## src/rtl/seq_subtractor.sv

```systemverilog
// -----------------------------------------------------------------------------
// seq_subtractor
//
// Multi-cycle subtractor: diff = a - b - bin (modulo 2^WIDTH), processed one
// SLICE-bit slice per clock, least-significant slice first, with the borrow
// carried from one cycle to the next. This is the ALU's area-lean
// subtract/compare path; it reuses one SLICE-bit adder for every slice.
//
// Handshake: operation accepted on in_valid && in_ready (in_ready only in
// IDLE). Result presented with out_valid (only in DONE) and retired on
// out_valid && out_ready. Throughput is one operation per NSL+2 cycles.
//
// Parameters
//   WIDTH     operand / result width in bits
//   SLICE     bits processed per cycle; WIDTH must be a multiple of SLICE
//
// Ports
//   clk       clock, all state updates on rising edge
//   rst       synchronous active-high reset
//   in_valid  operands and bin valid
//   in_ready  block can accept an operation (IDLE)
//   a         minuend
//   b         subtrahend
//   bin       borrow-in
//   out_valid result valid (DONE)
//   out_ready consumer accepts result
//   diff      a - b - bin, modulo 2^WIDTH
//   bout      final borrow; 1 iff unsigned a < b + bin
//   zero      diff == 0
//   neg       diff[WIDTH-1]
//   ovf       signed overflow of the subtraction
// -----------------------------------------------------------------------------
module seq_subtractor #(
  parameter int WIDTH = 32,
  parameter int SLICE = 8
) (
  input  logic             clk,
  input  logic             rst,
  input  logic             in_valid,
  output logic             in_ready,
  input  logic [WIDTH-1:0] a,
  input  logic [WIDTH-1:0] b,
  input  logic             bin,
  output logic             out_valid,
  input  logic             out_ready,
  output logic [WIDTH-1:0] diff,
  output logic             bout,
  output logic             zero,
  output logic             neg,
  output logic             ovf
);

  localparam int NSL   = WIDTH / SLICE;
  localparam int CNT_W = (NSL > 1) ? $clog2(NSL) : 1;
  localparam logic [CNT_W-1:0] LAST = CNT_W'(NSL - 1);

  generate
    if (SLICE < 1 || (WIDTH % SLICE) != 0) begin : g_bad_cfg
      $error("seq_subtractor: WIDTH must be a positive multiple of SLICE");
    end
  endgenerate

  typedef enum logic [1:0] {
    IDLE = 2'd0,
    RUN  = 2'd1,
    DONE = 2'd2
  } state_t;

  state_t           state;
  logic [CNT_W-1:0] cnt;

  // Latched operands are kept as right-shifting registers, so the slice being
  // processed is always in the low SLICE bits and no variable part-select is
  // needed. After NSL-1 shifts the low slice holds the original top slice,
  // which is where the sign bits for the overflow flag are taken from.
  logic [WIDTH-1:0] a_sh;
  logic [WIDTH-1:0] b_sh;
  logic             brw;

  logic [SLICE:0]   sl_res;
  logic [WIDTH-1:0] diff_nxt;
  logic             msb_a;
  logic             msb_b;
  logic             last;

  // One slice of a - b - bi computed as a + ~b + ~bi; the borrow out is the
  // inverted carry out. Returns {borrow, slice difference}.
  function automatic logic [SLICE:0] sub_slice(
    input logic [SLICE-1:0] x,
    input logic [SLICE-1:0] y,
    input logic             bi
  );
    logic [SLICE:0] s;
    s = {1'b0, x} + {1'b0, ~y} + {{SLICE{1'b0}}, ~bi};
    return {~s[SLICE], s[SLICE-1:0]};
  endfunction

  assign in_ready  = (state == IDLE);
  assign out_valid = (state == DONE);
  assign last      = (cnt == LAST);

  always_comb begin
    sl_res   = sub_slice(a_sh[SLICE-1:0], b_sh[SLICE-1:0], brw);
    // New slice enters at the top; after NSL slices every slice sits at its
    // own position, so no clearing of diff is needed between operations.
    diff_nxt = WIDTH'({sl_res[SLICE-1:0], diff} >> SLICE);
    msb_a    = a_sh[SLICE-1];
    msb_b    = b_sh[SLICE-1];
  end

  // Control, result and flag registers.
  always_ff @(posedge clk) begin
    if (rst) begin
      state <= IDLE;
      cnt   <= '0;
      diff  <= '0;
      bout  <= 1'b0;
      zero  <= 1'b0;
      neg   <= 1'b0;
      ovf   <= 1'b0;
    end else begin
      case (state)
        IDLE: begin
          if (in_valid) begin
            cnt   <= '0;
            state <= RUN;
          end
        end
        RUN: begin
          diff <= diff_nxt;
          cnt  <= cnt + 1'b1;
          if (last) begin
            cnt   <= '0;
            bout  <= sl_res[SLICE];
            zero  <= (diff_nxt == '0);
            neg   <= diff_nxt[WIDTH-1];
            ovf   <= (msb_a != msb_b) && (diff_nxt[WIDTH-1] != msb_a);
            state <= DONE;
          end
        end
        DONE: begin
          if (out_ready) begin
            state <= IDLE;
          end
        end
        default: begin
          state <= IDLE;
        end
      endcase
    end
  end

  // Operand / borrow datapath: no reset; contents only matter during RUN,
  // which always starts from a fresh latch in IDLE.
  always_ff @(posedge clk) begin
    if (state == IDLE && in_valid) begin
      a_sh <= a;
      b_sh <= b;
      brw  <= bin;
    end else if (state == RUN) begin
      a_sh <= a_sh >> SLICE;
      b_sh <= b_sh >> SLICE;
      brw  <= sl_res[SLICE];
    end
  end

endmodule

```

## config.mk

```make
export PLATFORM = sky130hd
export DESIGN_NAME = seq_subtractor
export DESIGN_NICKNAME = d
export VERILOG_FILES = /design/src/rtl/seq_subtractor.sv
export SDC_FILE = /design/constraint.sdc
export NUM_CORES = 1
export LEC_CHECK = 0
export ABC_AREA = 1
export ABC_CLOCK_PERIOD_IN_PS = 5900
export CAP_MARGIN = 15
export CORE_AREA = 2 2 97 99
export CTS_CLUSTER_DIAMETER = 200
export DETAILED_ROUTE_END_ITERATION = 8
export DIE_AREA = 0 0 99 101
export GPL_TIMING_DRIVEN = 0
export PLACE_DENSITY = 0.88
export SLEW_MARGIN = 5
export SYNTH_ARGS = -nofsm -noshare
export SYNTH_HDL_FRONTEND = slang
export SYNTH_SLANG_ARGS = --single-unit
```

## constraint.sdc

```tcl
create_clock -name clk -period 5.9 [get_ports clk]
set_input_delay 1.475 -clock clk [delete_from_list [all_inputs] [get_ports clk]]
set_output_delay 1.475 -clock clk [all_outputs]
set_load 0.05 [all_outputs]
```

# --- Yosys cells after proc, flatten, opt, wreduce, memory -nomap -nowiden ---
# Cells that the tools add are included.
word_totals:
  regBits: 105
  inputBits: 69
  out_inout_bits: 38
  wordCells: 46
op_classes:
  add_sub_neg: 3
  n_eq_ne: 8
  muxes: 13
  bitwise: 3
  n_reduce_logical: 9
ops:
  columns: ["op", "n"]
  rows:
  - ["$mux 32", 4]
  - ["$logic_not 32->1", 1]
  - ["$mux 2", 5]
  - ["$add 8x8->9", 1]
  - ["$add 9x1->9", 1]
  - ["$not 8->8", 1]
  - ["$pmux 2 s3", 1]
  - ["$eq 2x2->1 const B", 2]
  - ["$ne 2x2->1 const B", 2]
  - ["$pmux 2 s2", 1]
  - ["$reduce_and 2->1", 2]
  - ["$reduce_bool 2->1", 2]
  - ["$reduce_and 3->1", 1]
  - ["$add 2x1->2 const B", 1]
  - ["$eq 2x1->1 const B", 1]
  - ["$logic_and 1x1->1", 2]
  - ["$logic_not 2->1", 1]
  - ["$mux 1", 2]
  - ["$ne 1x1->1", 2]
  - ["$ne 2x1->1 const B", 1]
  - ["$not 1->1", 2]

# --- Logic depth before layout (Yosys ltp) ---
# Gate-level depths: netlist (run 1).
depth:
  word_depth: 6
  ltp_mapped: 13
  depth_no_buf: 13

# --- Worst setup path after synthesis (run 1) ---
# OpenSTA, ideal clock, no wires.
synth_timing:
  path_type: "input-to-reg"
  from: "in in_valid"
  to: "reg a_sh[0], enable pin"
  setup_ps: 425
  arrival_time_ps: 3187
  required_ps: 5475
  setup_slack_ps: 2288
  stages: 3
  n_path_buf: 1
  cell_sequence: "nand2_2 -> buf_6 -> nand2_1"
synth_via:
  elab_chain_cells: 2
synth_rtl:
  columns: ["item", "line_no", "source"]
  rows:
  - ["start: declaration", "39", "input logic in_valid,"]
  - ["$logic_and 1x1->1", "156", "if (state == IDLE && in_valid) begin"]
  - ["$reduce_bool 2->1 (no source line)", null, null]
  - ["end signal: assignment", "161", "a_sh <= a_sh >> SLICE;"]
  - ["end: declaration", "76", "logic [WIDTH-1:0] a_sh;"]
# No other way between the ends.
# A chain may end at the register's enable or synchronous reset.

# --- Final worst setup path (run 1) ---
layout_timing:
  from: "reg state[1]"
  to: "out out_valid"
layout_via:
  elab_chain_cells: 1
layout_rtl:
  columns: ["item", "line_no", "source"]
  rows:
  - ["start: declaration", "69", "state_t state;"]
  - ["start signal: assignment", "114", "state <= IDLE;"]
  - ["start signal: assignment", "126", "state <= RUN;"]
  - ["start signal: assignment", "138", "state <= DONE;"]
  - ["$eq 2x2->1", "99", "assign out_valid = (state == DONE);"]
  - ["end: declaration", "44", "output logic out_valid,"]
# No other way between the ends.

==> flow_summary.yaml, run 1 <==
global_route:
  grt_max_degree: 67
  grt_usage_pct: 20.83
  antenna_found_initial: 0
  grt_pass1_wl_mm: 16.33
  grt_pass1_vias: 3527
  overflow: 0
setup_path:
  rr_startpoint: "a_sh[0]"
  worst_ep_required_time_ns: 4.43
  crit_cells: 3
  crit_fanout: 3
  slowest_stage: "clkdlybuf4s50_1"
  crit_chain: "inv_1, nor2_1, clkdlybuf4s50_1"
  worstSetupEndpoint: "out_valid"
  r2r_slack_ns: 3.62
  crit_buf_inv: 2
  r2r-end: "brw"
  crit_family: "buffers and inverters"
  cpPeakStageDelay_ns: 0.82
  worst_setup_path_startpoint: "state[1]"
  cp.arrival_ns: 1.76
  cp-start-kind: "flop"
  cp-end-kind: "output port"
  criticalPathCategory: "reg2out"
  reg2regPathDepth: 9
floorplan:
  core_um2: 8977
  rows: 35
  die_w_um: 99
  dieArea_um2: 9999
  die_h_um: 101
  start_util_pct: 53.85
  io_pins: 107
timing:
  hold_violations: 0
  period_share_pct: 54.86
  setup_violations: 0
  slew_headroom_pct: 44.96
  maxSlewViolCount: 0
  rsz0062_at_grt: "no"
  worst_pin_slew_ns: 0.8249
  finalClockSkew_ns: 0.01682
  fmax_mhz: 309.0
  min_period_ns: 3.237
  tns_ns: 0
yosys:
  syn_area_um2: 4835
  syn_nets: 541
  ys_types: 24
  yosysTopAreaCell: "edfxtp_1"
  synth_edf_count: 65
  synthCells: 462
  synthArstFlopShare_pct: 0
  synth-seq-cells: 105
  yosysTopAreaCellShare_pct: 40.37
  synth_flop_cell: "edfxtp_1"
  syn_avg_cell_area_um2: 10.46
  synthTopCellsByArea: "edfxtp_1 (40%), dfxtp_1 (17%), mux2_2 (11%)"
  ys_warn_count: 0
  ys_seq_area_share_pct: 56.94
routing:
  drt_iter0_drc: 173
  vias: 3548
  wire_per_inst_um: 14.54
  first_pass_iters: 4
  ant_nets: 0
  routed_via_density: 5.112
  routed_wl_mm: 10.09
  remaining_drc_errors: 0
finish:
  final_util_pct: 69.23
  drive_above_1_share_pct: 18.35
  fin_nets: 657
  flow.area_growth_from_synthesis_pct: 28.55
  mostFrequentLayoutCell: "clkdlybuf4s50_1"
  layout_common_cells: "clkdlybuf4s50_1 (105), nor2_1 (74), edfxtp_1 (65), inv_1 (58), mux2_2 (48)"
  antenna_cells: 0
power_and_ir_drop:
  p_seq_share_pct: 50.6
  internal-power_mw: 1.261
  switching_share_pct: 30.22
  p_comb_share_pct: 26.1
  p_leak_nw: 2.648
  clock_power_share_pct: 23.3
  irDropWorstVdd_uv: 163.0
  power.net_switching_mw: 0.5461
  powerDensity_nw_per_um2: 290.8
clocking:
  cts_buffers: 9
  worstSkewPairLatency_ns: 0.37
  post_cts_resize_count: 0
  clk_pin_slew_ns: 0.10
  htreeDepth: 3
  cts.sinks: 105
  cts_setup_buffers: 0
  root_buffer: "clkbuf_8"
  cts_tree: "yes"
  cts_hold_buf: 0
  clock_path_buffers: 2
run:
  cap_viol_max_count: 0
hold_path:
  hold_class: "reg2reg"
run_status:
  status: "finished, final reports clean"
placed_design:
  port_buffers: 105
  place_hpwl_mm: 7.681
  gp_congestion: 0.9106
[worst min-delay path by stage]
stage	start	depth (start not counted)	to
6_report	cnt[0]	1	cnt[0]
5_1_grt	cnt[0]	1	cnt[0]
4_1_cts	cnt[0]	1	cnt[0]
3_5_place_dp	cnt[0]	1	cnt[0]
3_3_place_gp	cnt[0]	1	cnt[0]
2_1_floorplan	cnt[0]	1	cnt[0]
[through the flow]
stage / worst slack (ns) / power [mW] / hold slack (ns) / instance area (um^2) / instances
6_report: 2.663 / 1.807 / 0.4747 / 6215 / 694
5_1_grt: 2.580 / 1.896 / 0.4901 / 6215 / 694
4_1_cts: 2.643 / 1.812 / 0.4744 / 6215 / 694
3_5_place_dp: 2.610 / 1.401 / 0.4600 / 6032 / 678
3_3_place_gp: 1.349 / 1.378 / 0.4383 / 6025 / 678
2_1_floorplan: 2.288 / 1.245 / 0.4289 / 4835 / 462
[registers in the layout, summed over array words and instances (netlist names)]
| name | cells |
|---|---|
| state | 2 |
| bout | 1 |
| diff | 32 |
| b_sh | 32 |
| a_sh | 32 |
| neg | 1 |
| brw | 1 |
| zero | 1 |
| ovf | 1 |
| cnt | 2 |
[cell usage after synthesis (7+ instances only)]
cell type  instances
inv_1             58
a21oi_1           23
nor2_1            74
nand3_1           10
ha_1               8
o21ai_0           34
buf_4             24
dfxtp_1           40
edfxtp_1          65
clkbuf_1           7
nand2_1           44
mux2_2            48
[final cells by class]
| cell class | instances | area [um^2] |
|---|---|---|
| tap | 111 | 138.9 |
| clock inverter | 7 | 58.81 |
| multi-input combinational | 257 | 1572 |
| sequential | 105 | 2753 |
| fill | 636 | 2763 |
| buffer | 42 | 300.3 |
| timing repair buffer | 105 | 1051 |
| inverter | 58 | 217.7 |
| clock buffer | 9 | 123.9 |
[power by group through the flow]
stage | combinational, mW | sequential, mW | clock, mW
2_1_floorplan | 0.309 | 0.936 | 0
3_3_place_gp | 0.450 | 0.928 | 0
3_5_place_dp | 0.471 | 0.931 | 0
4_1_cts | 0.474 | 0.914 | 0.423
5_1_grt | 0.515 | 0.923 | 0.458
6_report | 0.473 | 0.914 | 0.421
[worst register-to-register path, delay by kind of cell (launching register included)]
kind / cells / cell delay [ns]
fa+ha+maj: 2 / 0.93
compound gates: 3 / 0.46
flops: 1 / 0.43
simple gates: 4 / 0.33
[metal layers]
metal | GRT usage, % | share of wire, % | routed length, um | vias up
met5 | 0 | 0 | 0 | -
met4 | 9.378 | 3.1 | 316 | 0
met3 | 7.074 | 7.4 | 746 | 29
met2 | 36.12 | 51 | 5153 | 143
met1 | 23.27 | 38 | 3875 | 1641
li1 | - | - | - | 1735
[cell families after synthesis]
kind of cell,synth area share [%]
compound gates,6.703
buf+inv,10.71
simple gates,11.21
xor+xnor,0.3624
mux,11.18
flops,56.94
fa+ha+maj,2.899
Power figures use the tool's default switching activity.
==> run 2, diff against run 1 <==
Settings changed: ABC_CLOCK_PERIOD_IN_PS 5900 to 2700, CORE_AREA 2 2 97 99 to 2 2 106 108, DIE_AREA 0 0 99 101 to 0 0 108 110, PLACE_DENSITY 0.88 to 0.78.
Clock period 5.9 ns to 2.7 ns, I/O delays scaled along.
==> flow_summary.yaml, run 2 (synthesis gave the netlist of run 1 again) <==
routing:
  remaining_drc_errors: 0
  drt_iter0_drc: 116
  m1WireLength_mm: 3.843
  first_pass_iters: 4
  highest_layer: "met4"
  wl_met3_um: 698
  route.met2.wl_mm: 5.013
  wire_per_inst_um: 13.48
  vias: 3486
  ant_nets: 0
  routed_via_density: 4.822
  routed_wl_mm: 9.745
global_route:
  antenna_found_initial: 0
  grt_max_degree: 67
  grt_usage_pct: 16.93
  grt_pass1_vias: 3498
  grt_pass1_wl_mm: 15.68
  overflow: 0
setup_path:
  r2r_slack_ns: 0.40
  slowest_stage: "clkdlybuf4s50_1"
  crit_fanout: 3
  crit_cells: 3
  r2r-end: "brw"
  crit_family: "buffers and inverters"
  cpPeakStageDelay_ns: 0.83
  cp-end-kind: "output port"
  criticalPathCategory: "reg2out"
  crit_chain: "inv_1, nor2_1, clkdlybuf4s50_1"
  worst_ep_required_time_ns: 2.03
  cp-start-kind: "flop"
  crit_buf_inv: 2
  rr_startpoint: "a_sh[0]"
  reg2regPathDepth: 9
  cp.arrival_ns: 1.81
placed_design:
  place_ws_ns: 0.2075
  gp_congestion: 0.8328
  port_buffers: 105
  placed_area_um2: 6068
  place_hpwl_mm: 7.391
timing:
  hold_violations: 0
  fin_ws_ns: 0.2159
  min_period_ns: 2.484
  tns_ns: 0
  worst_pin_slew_ns: 0.8300
  rsz0062_at_grt: "no"
  period_share_pct: 92.01
  fmax_mhz: 402.6
  setup_violations: 0
  slew_headroom_pct: 44.67
  maxSlewViolCount: 0
  finalClockSkew_ns: 0.01674
run:
  cap_viol_max_count: 0
finish:
  flow.area_growth_from_synthesis_pct: 29.22
  fill_cells: 887
  design_area_um2: 6247
  mostFrequentLayoutCell: "clkdlybuf4s50_1"
  reg.largest.list: "a_sh (32), b_sh (32), diff (32)"
  multi_input_area_um2: 1572
  drive_above_1_share_pct: 18.18
  fin_nets: 657
  antenna_cells: 0
  ff_latch_area_um2: 2753
  layout_common_cells: "clkdlybuf4s50_1 (105), nor2_1 (74), edfxtp_1 (65), inv_1 (58), mux2_2 (48)"
floorplan:
  die_w_um: 108
  io_pins: 107
  die_h_um: 110
  rows: 38
  start_util_pct: 45.19
  core_um2: 10700
  dieArea_um2: 11880
clocking:
  clock_path_buffers: 2
  cts_hold_buf: 0
  cts_buffers: 9
  cts.sinks: 105
  clk_pin_slew_ns: 0.10
  cts_setup_buffers: 0
  root_buffer: "clkbuf_8"
  htreeDepth: 3
  cts_tree: "yes"
  worstSkewPairLatency_ns: 0.38
  post_cts_resize_count: 0
hold_path:
  min_from: "zero"
  hold_path_depth: 2
  hold_class: "reg2reg"
  hold_end: "zero"
run_status:
  status: "finished, final reports clean"
power_and_ir_drop:
  irDropWorstVdd_uv: 373.9
  powerDensity_nw_per_um2: 629.9
  p_leak_nw: 2.639
## run 2: final cells by class
cell class | instances | share of cell area, %
Sequential cell | 105 | 44.06
Clock buffer | 10 | 2.043
Clock inverter | 6 | 0.8211
Tap cell | 140 | 2.804
Inverter | 58 | 3.485
Multi-Input combinational cell | 257 | 25.16
Buffer | 42 | 4.807
Timing Repair Buffer | 105 | 16.82
## run 2: through the flow
| stage | cells | total power [mW] | utilization, % | hold WS, ns |
|---|---|---|---|---|
| final | 723 | 3.935 | 58.40 | 0.4897 |
| after global routing | 723 | 4.132 | 58.40 | 0.5202 |
| after CTS | 723 | 3.955 | 58.40 | 0.4875 |
| after detailed placement | 707 | 3.056 | 56.73 | 0.4698 |
| after global placement | 707 | 3.016 | 56.68 | 0.4390 |
| after floorplan | 462 | 2.718 | - | 0.4289 |
## run 2: where the power goes
group | leakage [nW] | total [mW] | internal, mW | switching, mW
logic | 1.56 | 1.03 | 0.453 | 0.574
clock network | 0.0931 | 0.915 | 0.351 | 0.563
registers | 0.981 | 1.99 | 1.92 | 0.0744
total | 2.64 | 3.94 | 2.72 | 1.21
## run 2: worst max path at each step
stage | start | endpoint
floorplan | state[1] | a_sh[0]
global placement | in_valid | b_sh[30]
detailed placement | in_valid | b_sh[30]
CTS | state[1] | out_valid
global route | state[1] | out_valid
finish | state[1] | out_valid
## run 2: worst reg2reg max path: cells and delay by family, from the launching register on
kind                       cells  cell delay [ns]
DFF                            1             0.43
AOI/OAI and AO/OA              3             0.46
adders and majority gates      2             0.94
and+or+nand+nor                4             0.34
## run 2: metal layers
layer	GRT usage [%]	vias up
met5	0	-
met4	6.136	0
met3	4.997	15
met2	31.45	116
met1	18.28	1619
li1	-	1736
